**src/rtl/i2s_rx_dma_ctrl_if.sv**
```systemverilog
// Memory write-request port between the I2S receive sequencer and the bus master adapter.
interface i2s_rx_dma_ctrl_if #(
  parameter int ADDR_W = 32
);
  logic              mem_valid;
  logic [ADDR_W-1:0] mem_addr;
  logic [31:0]       mem_wdata;
  logic              mem_ready;

  modport master (output mem_valid, output mem_addr, output mem_wdata, input mem_ready);
  modport slave  (input mem_valid, input mem_addr, input mem_wdata, output mem_ready);
endinterface

```
**src/rtl/i2s_rx_dma_ctrl.sv**
```systemverilog
// Drains the I2S receive FIFO (first-word fall-through) into memory, one 32-bit word per write,
// with back-to-back pop/write for single-cycle throughput and a graceful abort path.
module i2s_rx_dma_ctrl #(
  parameter int AW     = 4,
  parameter int ADDR_W = 32,
  parameter int CNT_W  = 16
) (
  input  logic                     clk,
  input  logic                     rst,
  input  logic                     start,
  input  logic                     abort,
  input  logic [ADDR_W-1:0]        base_addr,
  input  logic [CNT_W-1:0]         xfer_count,
  input  logic                     fifo_empty,
  input  logic                     fifo_full,
  input  logic [31:0]              fifo_rdata,
  output logic                     fifo_rd,
  i2s_rx_dma_ctrl_if.master        mem,
  output logic                     busy,
  output logic                     done,
  output logic                     aborted,
  output logic                     overrun,
  output logic [CNT_W-1:0]         words_done
);

  // AW is carried only so the parameter list matches the I2S core it is paired with.
  if (AW < 1) begin : g_aw_invalid
  end

  typedef enum logic [2:0] {
    S_IDLE,
    S_FETCH,
    S_WRITE,
    S_FIN_DONE,
    S_FIN_ABORT
  } state_e;

  state_e              state_q, state_d;
  logic [ADDR_W-1:0]   addr_q, addr_d;
  logic [31:0]         wdata_q, wdata_d;
  logic [CNT_W-1:0]    remaining_q, remaining_d;
  logic [CNT_W-1:0]    words_done_q, words_done_d;
  logic                overrun_q, overrun_d;
  logic                abort_pend_q, abort_pend_d;

  always_ff @(posedge clk) begin
    if (rst) begin
      state_q      <= S_IDLE;
      addr_q       <= '0;
      wdata_q      <= '0;
      remaining_q  <= '0;
      words_done_q <= '0;
      overrun_q    <= 1'b0;
      abort_pend_q <= 1'b0;
    end else begin
      state_q      <= state_d;
      addr_q       <= addr_d;
      wdata_q      <= wdata_d;
      remaining_q  <= remaining_d;
      words_done_q <= words_done_d;
      overrun_q    <= overrun_d;
      abort_pend_q <= abort_pend_d;
    end
  end

  always_comb begin
    state_d      = state_q;
    addr_d       = addr_q;
    wdata_d      = wdata_q;
    remaining_d  = remaining_q;
    words_done_d = words_done_q;
    overrun_d    = overrun_q;
    abort_pend_d = abort_pend_q;
    fifo_rd      = 1'b0;

    if ((state_q == S_FETCH || state_q == S_WRITE) && fifo_full) overrun_d = 1'b1;

    unique case (state_q)
      S_IDLE: begin
        abort_pend_d = 1'b0;
        if (start) begin
          addr_d       = {base_addr[ADDR_W-1:2], 2'b00};
          remaining_d  = xfer_count;
          words_done_d = '0;
          overrun_d    = 1'b0;
          state_d      = (xfer_count == '0) ? S_FIN_DONE : S_FETCH;
        end
      end
      S_FETCH: begin
        if (abort) begin
          state_d = S_FIN_ABORT;
        end else if (!fifo_empty) begin
          wdata_d = fifo_rdata;
          fifo_rd = 1'b1;
          state_d = S_WRITE;
        end
      end
      S_WRITE: begin
        if (abort) abort_pend_d = 1'b1;
        if (mem.mem_ready) begin
          addr_d       = addr_q + ADDR_W'(4);
          remaining_d  = remaining_q - CNT_W'(1);
          words_done_d = words_done_q + CNT_W'(1);
          // Last beat completes as done even when an abort arrived during it.
          if (remaining_q == CNT_W'(1)) begin
            state_d = S_FIN_DONE;
          end else if (abort_pend_q || abort) begin
            state_d = S_FIN_ABORT;
          end else if (!fifo_empty) begin
            wdata_d = fifo_rdata;
            fifo_rd = 1'b1;
          end else begin
            state_d = S_FETCH;
          end
        end
      end
      S_FIN_DONE:  state_d = S_IDLE;
      S_FIN_ABORT: state_d = S_IDLE;
      default:     state_d = S_IDLE;
    endcase
  end

  assign mem.mem_valid = (state_q == S_WRITE);
  assign mem.mem_addr  = addr_q;
  assign mem.mem_wdata = wdata_q;
  assign busy          = (state_q == S_FETCH) || (state_q == S_WRITE);
  assign done          = (state_q == S_FIN_DONE);
  assign aborted       = (state_q == S_FIN_ABORT);
  assign overrun       = overrun_q;
  assign words_done    = words_done_q;

endmodule
```
**src/flat_wrapper.sv**
```systemverilog
// flat-port wrapper written by rule: the top's interface ports become plain ports
module i2s_rx_dma_ctrl_flat 
#(
  parameter int AW     = 4,
  parameter int ADDR_W = 32,
  parameter int CNT_W  = 16
)
  (clk, rst, start, abort, base_addr, xfer_count, fifo_empty, fifo_full, fifo_rdata, fifo_rd, busy, done, aborted, overrun, words_done, mem_mem_valid, mem_mem_addr, mem_mem_wdata, mem_mem_ready);
  i2s_rx_dma_ctrl_if #(.ADDR_W(ADDR_W)) mem_i ();
  input  logic clk;
  input  logic rst;
  input  logic start;
  input  logic abort;
  input  logic [ADDR_W-1:0] base_addr;
  input  logic [CNT_W-1:0] xfer_count;
  input  logic fifo_empty;
  input  logic fifo_full;
  input  logic [31:0] fifo_rdata;
  output logic fifo_rd;
  output logic busy;
  output logic done;
  output logic aborted;
  output logic overrun;
  output logic [CNT_W-1:0] words_done;
  output wire logic [$bits(mem_i.mem_valid)-1:0] mem_mem_valid;
  output wire logic [$bits(mem_i.mem_addr)-1:0] mem_mem_addr;
  output wire logic [$bits(mem_i.mem_wdata)-1:0] mem_mem_wdata;
  input wire logic [$bits(mem_i.mem_ready)-1:0] mem_mem_ready;
  assign mem_mem_valid = mem_i.mem_valid;
  assign mem_mem_addr = mem_i.mem_addr;
  assign mem_mem_wdata = mem_i.mem_wdata;
  assign mem_i.mem_ready = mem_mem_ready;
  i2s_rx_dma_ctrl #(.AW(AW), .ADDR_W(ADDR_W), .CNT_W(CNT_W)) u_core (.clk(clk), .rst(rst), .start(start), .abort(abort), .base_addr(base_addr), .xfer_count(xfer_count), .fifo_empty(fifo_empty), .fifo_full(fifo_full), .fifo_rdata(fifo_rdata), .fifo_rd(fifo_rd), .mem(mem_i), .busy(busy), .done(done), .aborted(aborted), .overrun(overrun), .words_done(words_done));
endmodule
```
**config.mk**
```make
export PLATFORM = sky130hd
export DESIGN_NAME = i2s_rx_dma_ctrl_flat
export DESIGN_NICKNAME = d
export VERILOG_FILES = /design/src/rtl/i2s_rx_dma_ctrl_if.sv /design/src/rtl/i2s_rx_dma_ctrl.sv /design/src/flat_wrapper.sv
export SDC_FILE = /design/constraint.sdc
export NUM_CORES = 1
export LEC_CHECK = 0
export CAP_MARGIN = 10
export CORE_MARGIN = 2
export CORE_UTILIZATION = 39
export DETAILED_ROUTE_END_ITERATION = 6
export GPL_TIMING_DRIVEN = 0
export PLACE_DENSITY = 0.69
export SLEW_MARGIN = 40
export SYNTH_ARGS = -nofsm -noshare
export SYNTH_HDL_FRONTEND = slang
export SYNTH_SLANG_ARGS = --single-unit
export TNS_END_PERCENT = 5
```
**constraint.sdc**
```tcl
create_clock -name clk -period 2.52 [get_ports clk]
set_clock_uncertainty 0.2 [all_clocks]
set_input_delay 0.504 -clock clk [delete_from_list [all_inputs] [get_ports clk]]
set_output_delay 0.504 -clock clk [all_outputs]
set_load 0.05 [all_outputs]
```
## Yosys cells after proc, flatten, opt, wreduce, memory -nomap -nowiden

Cells that the tools add are included.

| storage, ports and cells | value |
|---|---|
| bits in registers | 101 |
| bits of input ports | 87 |
| logic and storage cells | 69 |
| output and inout port bits | 86 |

| operators by class | value |
|---|---|
| reduce and logical (&&, ||, !) cells | 11 |
| add/sub/neg operators | 3 |
| eq/ne operators | 13 |
| muxes and demuxes | 35 |

Operators with widths:

| cell | count |
|---|---|
| 2-to-1 mux 32 bit | 7 |
| case mux 32 bit (2 select lines) | 2 |
| 2-to-1 mux 16 bit | 4 |
| case mux 16 bit (2 select lines) | 2 |
| adder 32 x 3 -> 32 bit (second input constant) | 1 |
| 2-to-1 mux 3 bit | 7 |
| adder 16 x 1 -> 16 bit (second input constant) | 1 |
| equality test 16 x 1 -> 1 bit (second input constant) | 1 |
| zero test 16 bit | 1 |
| subtractor 16 x 1 -> 16 bit (second input constant) | 1 |
| != test 2 bit (second input constant) | 5 |
| 2-to-1 mux 1 bit | 9 |
| case mux 3 bit (3 select lines) | 1 |
| equality test 3 x 2 -> 1 bit (second input constant) | 2 |
| AND reduction 5 bit | 1 |
| != test 4 x 2 -> 1 bit (second input constant) | 1 |
| case mux 1 bit (2 select lines) | 2 |
| AND reduction 4 bit | 1 |
| nonzero test 2 bit | 2 |
| equality test 3 x 1 -> 1 bit (second input constant) | 1 |
| equality test 3 bit (second input constant) | 1 |
| zero test 3 bit | 1 |
| != test 3 bit (second input constant) | 1 |
| AND reduction 3 bit | 1 |
| other kinds (5) | 6 |

## Longest topological paths before layout

Gate-level depths: netlist (run 1).

| logic depth | value |
|---|---|
| word-level depth | 6 |
| depth in mapped cells | 9 |
| depth with buffers taken out | 7 |

## Least setup slack after synthesis (run 1)

OpenSTA, ideal clock, no wires.

| timing path | value |
|---|---|
| path kind | register to output |
| start | register u_core.remaining_q[2] |
| end | output port fifo_rd |
| slack | 0.067 ns |
| data arrival time | 1.749 ns |
| buffers on the path | 2 |
| stages on the path, launching flop included | 8 |
| data required time | 1.816 ns |
| cells stage by stage | dfxtp_1 nor4_1 nand4_1 nand2_1 o32a_1 buf_4 buf_6 inv_1 |

| between the ends | value |
|---|---|
| word-level cells in the longest chain between the ends | 4 |

Ends and longest elaborated chain:

| what | line | source |
|---|---|---|
| from (decl) | i2s_rx_dma_ctrl.sv:41 | `logic [CNT_W-1:0] remaining_q, remaining_d;` |
| from (signal assigned) | i2s_rx_dma_ctrl.sv:59 | `remaining_q <= remaining_d;` |
| equality test 16 x 1 -> 1 bit | i2s_rx_dma_ctrl.sv:105 | `if (remaining_q == CNT_W'(1)) begin` |
| 2-to-1 mux 1 bit | i2s_rx_dma_ctrl.sv:105 |  |
| 2-to-1 mux 1 bit | i2s_rx_dma_ctrl.sv:100 | `if (mem.mem_ready) begin` |
| case mux 1 bit (2 select lines) | i2s_rx_dma_ctrl.sv:78 | `unique case (state_q)` |
| to (decl) | flat_wrapper.sv:19 | `output logic fifo_rd;` |

No other way between the ends.

## Worst setup path after layout (run 1)

| timing path | value |
|---|---|
| start | register u_core.remaining_q[5] |
| end | output port fifo_rd |

Same word-level chain as after synthesis.

==> impl_metrics.csv, run 1 <==
group,metric,value,unit
power_and_ir_drop,sequential_cell_fraction_of_total_power,40.3,%
clock_network,cts_tree,"yes",
critical_path,worst-path-stages,6,
synth,synth.mux.area_fraction,6.661,%
min_path,hp-start,"u_core.overrun",
sta,final_period_minus_worst_setup_slack,2.569,ns
run,drv_cap,0,
placed_design,number_of_placed_cells_counting_well_taps,1024,
critical_path,critical_path_required,1.82,ns
floorplanning,design.portCount,173,
sta,finalHoldViolations,0,
critical_path,path_class,"register to output port",
finish,num-nets-final,955,
critical_path,worst_setup_path_end_kind,"output port",
min_path,min_path_cells,2,
power_and_ir_drop,power.net_switching,1.686,mW
synth,main_combinational_cell_family_by_area_after_synthesis,"simple AND/OR/NAND/NOR gates",
floorplanning,floorplan.die.height,122.2,um
power_and_ir_drop,p_int,2.939,mW
power_and_ir_drop,power.leakage,2.956,nW
global_route,grt-ovfl-total,0,
critical_path,reg2reg_from,"u_core.state_q[2]",
global_route,antenna_found_initial,0,
critical_path,top_cell_family_by_delay_on_the_critical_path,"simple AND/OR/NAND/NOR gates",
synth,synth-compound-area-share,18.31,%
synth,postSynth.asyncResetShare,0,%
floorplanning,rows,43,
placed_design,io_buffer_count,168,
critical_path,reg2reg_setup_slack,0.05,ns
clock_network,htree_levels,3,
power_and_ir_drop,switching_share,36.45,%
global_route,groute.usage.overall,25.61,%
synth,post_synth_and_or_nand_nor_area_fraction,30.02,%
sta,max_slew_margin,54.27,%
critical_path,cp.buffers_inverters,2,
power_and_ir_drop,clockPowerShare,27.6,%
min_path,timing.hold.worst_endpoint,"u_core.overrun",
floorplanning,dieWidth,122.2,um
detailed_routing,final_antenna_net_count,0,
clock_network,max-clock-path-buffers,2,
critical_path,start_kind,"register",
finish,final_core_util,56.76,%
clock_network,cts_bufs_inserted,9,
global_route,grt_pass1_vias,5769,
detailed_routing,drt_first_pass_iters,5,
detailed_routing,routed_via_density,5.706,
power_and_ir_drop,ir_drop,0.0003669,V
finish,final-instance-count-excl-fill,1047,
global_route,grt_first_pass_wirelength,29.81,mm
synth,mappedNetlistArea,5448,um2
power_and_ir_drop,power.total,4.625,mW
sta,final-max-slew-violation-count,0,
synth,post_synth_xor_xnor_area,2.090,%
power_and_ir_drop,pwr_density_cell,591.6,nW/um2
synth,yosys.area_share.adder,0.9187,%
floorplanning,initial_utilization,39.55,%
synth,yosysSeqAreaShare,36.38,%
finish,antenna_cells,0,
power_and_ir_drop,power.combinational.fraction,32.2,%
placed_design,detailed_placer_s_ending_hpwl,14.01,mm
clock_network,clock_sinks,99,
sta,setup_slack,-0.04926,ns
synth,ys_warn_count,0,
synth,avgSynthCellArea,8.071,um2
detailed_routing,drt_wl_cell,18.36,um
synth,cells_after_synthesis,675,
min_path,timing.hold.worst.class,"register to register",
finish,post_route_cells_drive_above_1_share,10.15,%
detailed_routing,vias,5974,
synth,ys_ff_latch,99,
synth,synth_enable_flop_cells,0,
sta,tightest_slew,0.6796,ns
critical_path,cp_data_arrival_time,1.87,ns
clock_network,clkLatencyLatePin,0.35,ns
outcome,status,"finished with violations",
sta,rsz0062_at_grt,"true",
critical_path,cp_slowest_stage_delay,0.37,ns
clock_network,clock_tree.root_cell,"sky130_fd_sc_hd__clkbuf_16",
detailed_routing,detailedRoute.firstIterationViolations,467,
synth,yosysUniqueCellTypes,68,
sta,setup_viol,1,
detailed_routing,route.final.wire_length,19.23,mm
sta,clock.fmax,389.2,MHz
finish,areaGrowthSynthToFinish,43.50,%
detailed_routing,drc_errors_left,0,
clock_network,cts_hold_repair.buffers,0,
global_route,pin_count_of_the_biggest_net_entering_global_routing,16,
critical_path,r2r_end,"u_core.remaining_q[4]",
critical_path,timing.reg2reg.worst_path_depth,8,
clock_network,path_clk_slew,0.07,ns
critical_path,library_cell_contributing_the_largest_single_delay_on_the_critical_path,"sky130_fd_sc_hd__dfxtp_4",
sta,layout_worst_path_cycle_share,102.0,%
critical_path,cp_cell_sequence,"nor4_4 -> nand4_1 -> nand2_2 -> o32a_1 -> inv_1 -> buf_6",
critical_path,crit_path_max_fanout,4,
outcome,failing_checks,"negative setup slack",
floorplanning,area_inside_the_core_boundary,13770,um2
placed_design,gpl.final_weighted_congestion,0.9314,
synth,synth-main-ff-cell,"sky130_fd_sc_hd__dfxtp_1",
floorplanning,die_area,14930,um2
-- what timing repair did --
action / 4_1_cts / 5_1_grt
pin swaps: 4 / 7
endpoints found under the setup margin: 6 / 42
buffers inserted: 5 / 6
gates resized for setup: 39 / 27
-- cell type report --
cell class	instances	area, um2
timing repair buffer	179	1772
clock inverter	4	27.53
inverter	16	62.56
sequential	99	1998
multi-input combinational	513	3261
tap	180	225.2
clock buffer	10	229.0
buffer	46	242.7
fill	1297	5956
-- worst max-delay path by stage --
stage	start	endpoint	slack, ns
after global routing	u_core.state_q[2]	u_core.remaining_q[4]	-0.16
after CTS	u_core.remaining_q[1]	fifo_rd	-0.17
after global placement	mem_mem_ready	fifo_rd	-1.13
final	u_core.remaining_q[5]	fifo_rd	-0.05
after detailed placement	mem_mem_ready	fifo_rd	-1.13
after floorplan	u_core.remaining_q[2]	fifo_rd	0.07
-- kinds of logic (layout without fill, tap and decap cells) --
family          Yosys count  in the layout
buf+inv                  64            255
compound gates          151            151
simple gates            307            307
mux                      36             36
other cells               1              2
xor+xnor                 13             13
flops                    99             99
fa+ha+maj                 4              4
-- cell usage in the layout, fill, tap and decap left out, types with 6 or more instances in the layout --
cell type and count:
sky130_fd_sc_hd__a21oi_1 43, sky130_fd_sc_hd__nand2b_1 68, sky130_fd_sc_hd__a22oi_1 6, sky130_fd_sc_hd__or3_1 10, sky130_fd_sc_hd__clkbuf_1 21, sky130_fd_sc_hd__mux2i_1 34
sky130_fd_sc_hd__nand2_1 56, sky130_fd_sc_hd__buf_4 14, sky130_fd_sc_hd__nand3_1 22, sky130_fd_sc_hd__xnor2_1 9, sky130_fd_sc_hd__and3_1 7, sky130_fd_sc_hd__buf_2 14
sky130_fd_sc_hd__a31oi_1 11, sky130_fd_sc_hd__nor4_1 15, sky130_fd_sc_hd__o32ai_1 6, sky130_fd_sc_hd__nand4_1 14, sky130_fd_sc_hd__clkbuf_16 9, sky130_fd_sc_hd__clkdlybuf4s50_1 161
sky130_fd_sc_hd__nor3_1 22, sky130_fd_sc_hd__dfxtp_1 92, sky130_fd_sc_hd__a211oi_1 7, sky130_fd_sc_hd__nor2_1 55, sky130_fd_sc_hd__inv_1 14, sky130_fd_sc_hd__o21ai_0 32
-- tightest hold or removal path, stage by stage (launching register included) --
cell and delay [ns]:
sky130_fd_sc_hd__dfxtp_1 0.33, sky130_fd_sc_hd__a21oi_1 0.04, sky130_fd_sc_hd__nor2_1 0.07
-- flip-flops by register name, indices dropped and copies added (netlist names) --
signal                count
u_core.abort_pend_q       1
u_core.mem.mem_addr      30
u_core.mem.mem_wdata     32
u_core.overrun            1
u_core.remaining_q       16
u_core.state_q            3
u_core.words_done        16
-- synthesized netlist by cell type (all sizes together) (20+ instances only) --
| library cell | count | area [um2] |
|---|---|---|
| nand3 | 22 | 110.1 |
| nand2 | 59 | 224.0 |
| nor2 | 57 | 214.0 |
| a21oi | 44 | 224.0 |
| clkbuf | 23 | 86.33 |
| nor3 | 23 | 115.1 |
| dfxtp | 99 | 1982 |
| buf | 25 | 156.4 |
| o21ai | 34 | 170.2 |
| nor4 | 20 | 140.1 |
| mux2i | 34 | 340.3 |
| nand2b | 68 | 425.4 |
-- metal layers --
| layer | GRT usage [%] | vias up | part of all wire, % |
|---|---|---|---|
| li1 | - | 2815 | - |
| met5 | 0 | - | 0 |
| met4 | 13.15 | 0 | 3.4 |
| met3 | 4.448 | 42 | 7.9 |
| met1 | 32.85 | 2816 | 43 |
| met2 | 41.24 | 301 | 46 |
-- power by group through the flow --
stage	Sequential, mW	Clock [mW]	Combinational [mW]
finish	1.86	1.28	1.49
CTS	1.85	1.30	1.44
detailed placement	1.87	0	1.41
floorplan	2.12	0	0.607
global route	1.88	1.35	1.58
global placement	1.87	0	1.40
-- per-stage QoR --
| step | cell area [um2] | hold slack, ns | worst slack (ns) | setup TNS, ns |
|---|---|---|---|---|
| after floorplan | 5451 | 0.2502 | 0.06727 | 0 |
| final | 7818 | 0.2729 | -0.04926 | -0.04926 |
| after global placement | 7358 | 0.2483 | -1.128 | -13.71 |
| after global routing | 7818 | 0.3035 | -0.1617 | -0.4249 |
| after CTS | 7729 | 0.2778 | -0.1699 | -0.1699 |
| after detailed placement | 7358 | 0.2619 | -1.129 | -15.01 |
No activity file was read; power rests on OpenSTA's default activity.
==> run 2, diff against run 1 <==
--- a/config.mk
+++ b/config.mk
@@ -15,4 +15,3 @@
 export SYNTH_ARGS = -nofsm -noshare
 export SYNTH_HDL_FRONTEND = slang
 export SYNTH_SLANG_ARGS = --single-unit
-export TNS_END_PERCENT = 5
==> run 2 against run 1 <==
  * The flow still finishes with violations (negative setup slack)
  * Total power is 0.17% higher
  * Register-to-register slack better by 0.04 ns
  * Non-clock buffer count is 2 higher
  * Largest cell class unchanged
  * Maximum frequency is 0.11% lower
  * Flip-flop and latch count did not move
  * Die area unchanged
  * Cell count rose by 0.19%
  * Utilization rose by 0.15 points
  * Critical path depth did not move
  * Combinational power about the same
  * First-iteration DRC count grew 3.6%
  * Highest routed layer unchanged
  * Clock-buffer cell count unchanged
==> impl_metrics.csv, run 2 (synthesis results as in run 1) <==
group,metric,value,unit
min_path,timing.hold.worst.class,"register to register",
sta,hold_ws,0.2727,ns
detailed_routing,drt_first_pass_iters,5,
power_and_ir_drop,ir_drop,0.0003687,V
critical_path,path_class,"register to output port",
critical_path,r2r_end,"u_core.remaining_q[2]",
min_path,min_path_cells,2,
critical_path,crit_path_max_fanout,4,
power_and_ir_drop,pwr_density_cell,591.0,nW/um2
floorplanning,area_inside_the_core_boundary,13770,um2
global_route,pin_count_of_the_biggest_net_entering_global_routing,16,
critical_path,critical_path_required,1.82,ns
clock_network,clock_tree.root_cell,"sky130_fd_sc_hd__clkbuf_16",
finish,num-nets-final,957,
clock_network,path_clk_slew,0.07,ns
placed_design,gpl.final_weighted_congestion,0.9314,
floorplanning,floorplan.die.height,122.2,um
global_route,groute.usage.overall,25.61,%
floorplanning,die_area,14930,um2
floorplanning,dieWidth,122.2,um
sta,clock.fmax,388.8,MHz
sta,tightest_slew,0.6691,ns
finish,post_route_cells_drive_above_1_share,10.47,%
critical_path,worst_setup_path_end_kind,"output port",
finish,leading_cell_types_in_the_layout_fill_and_taps_excluded,"161 x sky130_fd_sc_hd__clkdlybuf4s50_1, 92 x sky130_fd_sc_hd__dfxtp_1, 68 x sky130_fd_sc_hd__nand2b_1, 56 x sky130_fd_sc_hd__nand2_1, 55 x sky130_fd_sc_hd__nor2_1",
finish,layout.cells.most_common,"sky130_fd_sc_hd__clkdlybuf4s50_1",
detailed_routing,drt_wl_cell,18.39,um
critical_path,reg2reg_setup_slack,0.09,ns
global_route,grt_first_pass_wirelength,29.81,mm
sta,final-max-slew-violation-count,0,
power_and_ir_drop,power.leakage,2.970,nW
placed_design,post_dp_cell_area,7358,um2
floorplanning,rows,43,
detailed_routing,route.final.wire_length,19.29,mm
sta,max_slew_margin,54.98,%
floorplanning,initial_utilization,39.55,%
clock_network,clock_sinks,99,
detailed_routing,final_antenna_net_count,0,
finish,largest_register_ffs,32,
finish,final_core_util,56.91,%
clock_network,cts_bufs_inserted,9,
detailed_routing,detailedRoute.firstIterationViolations,484,
critical_path,reg2reg_from,"u_core.state_q[2]",
min_path,hp-start,"u_core.overrun",
clock_network,cts_tree,"yes",
detailed_routing,vias,5959,
sta,finalHoldViolations,0,
detailed_routing,drc_errors_left,0,
clock_network,max-clock-path-buffers,2,
sta,rsz0062_at_grt,"true",
floorplanning,design.portCount,173,
sta,final.setup.tns,-0.05201,ns
critical_path,timing.reg2reg.worst_path_depth,8,
sta,setup_slack,-0.05201,ns
finish,antenna_cells,0,
clock_network,htree_levels,3,
finish,post-route-cell-area,7839,um2
sta,layout_worst_path_cycle_share,102.1,%
power_and_ir_drop,power.total,4.633,mW
outcome,status,"finished with violations",
critical_path,start_kind,"register",
global_route,antenna_found_initial,0,
placed_design,number_of_placed_cells_counting_well_taps,1024,
placed_design,detailed_placer_s_ending_hpwl,14.01,mm
finish,areaGrowthSynthToFinish,43.89,%
critical_path,cp_data_arrival_time,1.87,ns
global_route,use_met3,4.448,%
outcome,failing_checks,"negative setup slack",
sta,setup_viol,1,
finish,final-instance-count-excl-fill,1049,
sta,final_period_minus_worst_setup_slack,2.572,ns
run,drv_cap,0,
placed_design,pre_cts_ws,-1.129,ns
global_route,met2_usage,41.24,%
placed_design,io_buffer_count,168,
global_route,grt_busiest_layer,"met2",
clock_network,clkLatencyLatePin,0.35,ns
global_route,grt-ovfl-total,0,
detailed_routing,routed_via_density,5.681,
global_route,gr-usage-met1,32.85,%
min_path,timing.hold.worst_endpoint,"u_core.overrun",
global_route,grt_pass1_vias,5769,
==> run 2: timing repair <==
action                                  CTS  global route
hold buffers                              0             0
buffers inserted                          5             8
endpoints found under the setup margin    6            42
hold endpoints to repair                  0             0
pin swaps                                 4             7
resized for setup                        39            32
==> run 2: worst max path at each step <==
stage | startpoint | to | slack, ns | cells past startpoint
floorplan | u_core.remaining_q[2] | fifo_rd | 0.07 | 7
global route | u_core.remaining_q[5] | fifo_rd | -0.11 | 6
finish | u_core.remaining_q[5] | fifo_rd | -0.05 | 6
global placement | mem_mem_ready | fifo_rd | -1.13 | 8
CTS | u_core.remaining_q[1] | fifo_rd | -0.17 | 10
detailed placement | mem_mem_ready | fifo_rd | -1.13 | 8
==> run 2: power breakdown <==
| group | internal (mW) | switching (mW) |
|---|---|---|
| clock | 0.661 | 0.614 |
| combinational | 0.592 | 0.903 |
| sequential | 1.69 | 0.172 |
| total | 2.94 | 1.69 |
==> run 2: layer usage <==
metal	part of all wire, %	vias up
met4	2.9	0
li1	-	2825
met2	47	294
met5	0	-
met1	42	2804
met3	8.4	36
==> run 2: area by class of cell <==
class / instances / area, um2
flip-flops and latches: 99 / 1998
fillers: 1298 / 5934
repair buffers: 181 / 1787
clock buffers: 10 / 229.0
plain buffers: 46 / 246.5
clock inverters: 4 / 27.53
well taps: 180 / 225.2
inverters: 16 / 65.06
multi-input cells: 513 / 3261
==> run 2: worst max-delay path, stage by stage, from the launching register on <==
cell and delay [ns]:
sky130_fd_sc_hd__dfxtp_4 0.37, sky130_fd_sc_hd__nor4_4 0.30, sky130_fd_sc_hd__nand4_1 0.24, sky130_fd_sc_hd__nand2_2 0.13
sky130_fd_sc_hd__o32a_1 0.25, sky130_fd_sc_hd__inv_1 0.08, sky130_fd_sc_hd__buf_6 0.15
==> run 3, diff against run 2 <==
--- a/config.mk
+++ b/config.mk
@@ -8,8 +8,9 @@
 export CAP_MARGIN = 10
 export CORE_MARGIN = 2
 export CORE_UTILIZATION = 39
+export CTS_CLUSTER_SIZE = 12
 export DETAILED_ROUTE_END_ITERATION = 6
-export GPL_TIMING_DRIVEN = 0
+export GPL_TIMING_DRIVEN = 1
 export PLACE_DENSITY = 0.69
 export SLEW_MARGIN = 40
 export SYNTH_ARGS = -nofsm -noshare
==> run 3 against run 2 <==
  * The flow still finishes with violations (negative setup slack)
  * Die area stayed put
  * Clock-buffer cell count is 2 higher
  * Clock power is 9% higher
  * First-iteration DRC count is 30% lower
  * Flip-flop and latch count stayed put
  * Critical path type unchanged
  * Largest cell class unchanged
==> impl_metrics.csv, run 3 (synthesis results as in run 1) <==
group,metric,value,unit
critical_path,cp_data_arrival_time,1.82,ns
finish,layout.cells.most_common,"sky130_fd_sc_hd__clkdlybuf4s50_1",
run,drv_cap,0,
placed_design,detailed_placer_s_ending_hpwl,12.18,mm
clock_network,clkLatencyLatePin,0.35,ns
placed_design,io_buffer_count,168,
sta,max_slew_margin,59.50,%
critical_path,reg2reg_from,"u_core.remaining_q[1]",
power_and_ir_drop,p_int,3.089,mW
clock_network,clock_sinks,99,
min_path,hp-start,"u_core.overrun",
power_and_ir_drop,power.net_switching,1.604,mW
power_and_ir_drop,pwr_density_cell,598.9,nW/um2
floorplanning,dieWidth,122.2,um
power_and_ir_drop,power.leakage,2.963,nW
power_and_ir_drop,sequential_cell_fraction_of_total_power,39.4,%
sta,final-max-slew-violation-count,0,
power_and_ir_drop,power.combinational.fraction,30.9,%
finish,multiInputGateArea,3234,um2
sta,tightest_slew,0.6068,ns
finish,final.fill_count,1248,
global_route,grt_first_pass_wirelength,26.77,mm
critical_path,library_cell_contributing_the_largest_single_delay_on_the_critical_path,"sky130_fd_sc_hd__dfxtp_2",
detailed_routing,drt_wl_cell,16.13,um
finish,sequential_cell_area,1989,um2
sta,clock.fmax,396.7,MHz
critical_path,crit_path_max_fanout,4,
power_and_ir_drop,ir_drop,0.0003806,V
sta,setup_slack,-0.0006221,ns
power_and_ir_drop,switching_share,34.17,%
global_route,grt-ovfl-total,0,
detailed_routing,route.final.wire_length,16.73,mm
sta,final_period_minus_worst_setup_slack,2.521,ns
critical_path,timing.reg2reg.worst_path_depth,9,
clock_network,max-clock-path-buffers,2,
sta,finalHoldViolations,0,
critical_path,cp_slowest_stage_delay,0.33,ns
min_path,min_path_cells,2,
detailed_routing,routed_via_density,5.503,
detailed_routing,detailedRoute.firstIterationViolations,337,
clock_network,cts_hold_repair.buffers,0,
critical_path,cp.buffers_inverters,3,
outcome,failing_checks,"negative setup slack",
floorplanning,rows,43,
finish,areaGrowthSynthToFinish,43.84,%
floorplanning,design.portCount,173,
global_route,grt_pass1_vias,5396,
global_route,groute.usage.overall,22.40,%
floorplanning,floorplan.die.height,122.2,um
clock_network,cts_bufs_inserted,9,
placed_design,pre_cts_ws,-0.007000,ns
sta,setup_viol,1,
finish,num-nets-final,943,
clock_network,cts_tree,"yes",
power_and_ir_drop,clockPowerShare,29.7,%
finish,final_core_util,56.89,%
critical_path,cp_cell_sequence,"inv_1 -> ha_1 -> nor3b_2 -> nand4_1 -> nand2_1 -> o32a_4 -> inv_2 -> buf_6",
sta,layout_worst_path_cycle_share,100.0,%
detailed_routing,drc_errors_left,0,
global_route,pin_count_of_the_biggest_net_entering_global_routing,65,
global_route,antenna_found_initial,0,
critical_path,start_kind,"register",
finish,largest_register_ffs,32,
finish,antenna_cells,0,
finish,post_route_cells_drive_above_1_share,10.97,%
floorplanning,die_area,14930,um2
critical_path,crit_path_start,"u_core.remaining_q[1]",
finish,leading_cell_types_in_the_layout_fill_and_taps_excluded,"162 x sky130_fd_sc_hd__clkdlybuf4s50_1, 95 x sky130_fd_sc_hd__dfxtp_1, 68 x sky130_fd_sc_hd__nand2b_1, 58 x sky130_fd_sc_hd__nand2_1, 57 x sky130_fd_sc_hd__nor2_1",
floorplanning,initial_utilization,39.55,%
min_path,timing.hold.worst.class,"register to register",
outcome,status,"finished with violations",
detailed_routing,vias,5707,
critical_path,path_class,"register to output port",
critical_path,worst_setup_path_end_kind,"output port",
clock_network,htree_levels,3,
critical_path,worst-path-stages,8,
clock_network,path_clk_slew,0.07,ns
critical_path,critical_path_required,1.82,ns
placed_design,gpl.final_weighted_congestion,0.9132,
floorplanning,area_inside_the_core_boundary,13770,um2
detailed_routing,final_antenna_net_count,0,
critical_path,top_cell_family_by_delay_on_the_critical_path,"simple AND/OR/NAND/NOR gates",
sta,rsz0062_at_grt,"true",
clock_network,clock_tree.root_cell,"sky130_fd_sc_hd__clkbuf_16",
detailed_routing,drt_first_pass_iters,5,
run 3: changes by cell type in the layout (fill, tap and decap cells not counted), sizes merged:
cell / delta
bufinv: +1
buf: +14
clkinvlp: +2
inv: -1
clkdlybuf4s50: +1
dlygate4sd2: -3
clkbuf: -22
clkinv: -2
dlymetal6s2s: -2
run 3: area by class of cell:
type                            instances  area share (%)
Timing Repair Buffer                  213           25.91
Tap cell                              180           2.874
Clock inverter                          4          0.6387
Clock buffer                           12           3.145
Inverter                               16          0.7664
Sequential cell                        99           25.39
Multi-Input combinational cell        513           41.27
run 3: per-layer routing:
metal	vias up	track usage (%)	wire (um)
met5	-	0	0
met4	0	10.34	420
met3	26	4.307	1158
met2	219	35.96	7884
met1	2679	29.04	7264
li1	2783	-	-
run 3: what timing repair did:
action	4_1_cts	5_1_grt
gates resized for setup	11	4
pin swaps	3	4
setup buffers	3	3
endpoints found under the setup margin	2	1
run 3: through the flow:
step           instance area (um2)  instances  total power, mW     TNS, ns  hold slack [ns]
6_report                      7836       1037            4.693  -0.0006221           0.2724
5_1_grt                       7836       1037            4.918    -0.05205           0.2935
4_1_cts                       7785       1034            4.705   -0.002778           0.2740
3_5_place_dp                  7428       1015            3.273   -0.007000           0.2644
3_3_place_gp                  7428       1015            3.251  -0.0007438           0.2462
2_1_floorplan                 5451        676            2.729           0           0.2502
run 3: path summary, 6_finish.rpt:
check / to / slack, ns
setup reg to reg: u_core.mem.mem_wdata[17] / 0.12
hold reg to reg: u_core.overrun / 0.27
hold / removal: u_core.overrun / 0.27
setup / recovery: fifo_rd / -0.0006
run 3: power groups by stage:
stage               combinational [mW]  clock (mW)  sequential (mW)
floorplan                        0.607           0             2.12
global placement                  1.39           0             1.86
detailed placement                1.41           0             1.87
CTS                               1.43        1.43             1.84
global route                      1.56        1.49             1.87
finish                            1.45        1.39             1.85
run 3: worst min-delay path, stage by stage (launching register included):
cell and delay [ns]:
sky130_fd_sc_hd__dfxtp_1 0.33, sky130_fd_sc_hd__a21oi_1 0.05, sky130_fd_sc_hd__nor2_1 0.07
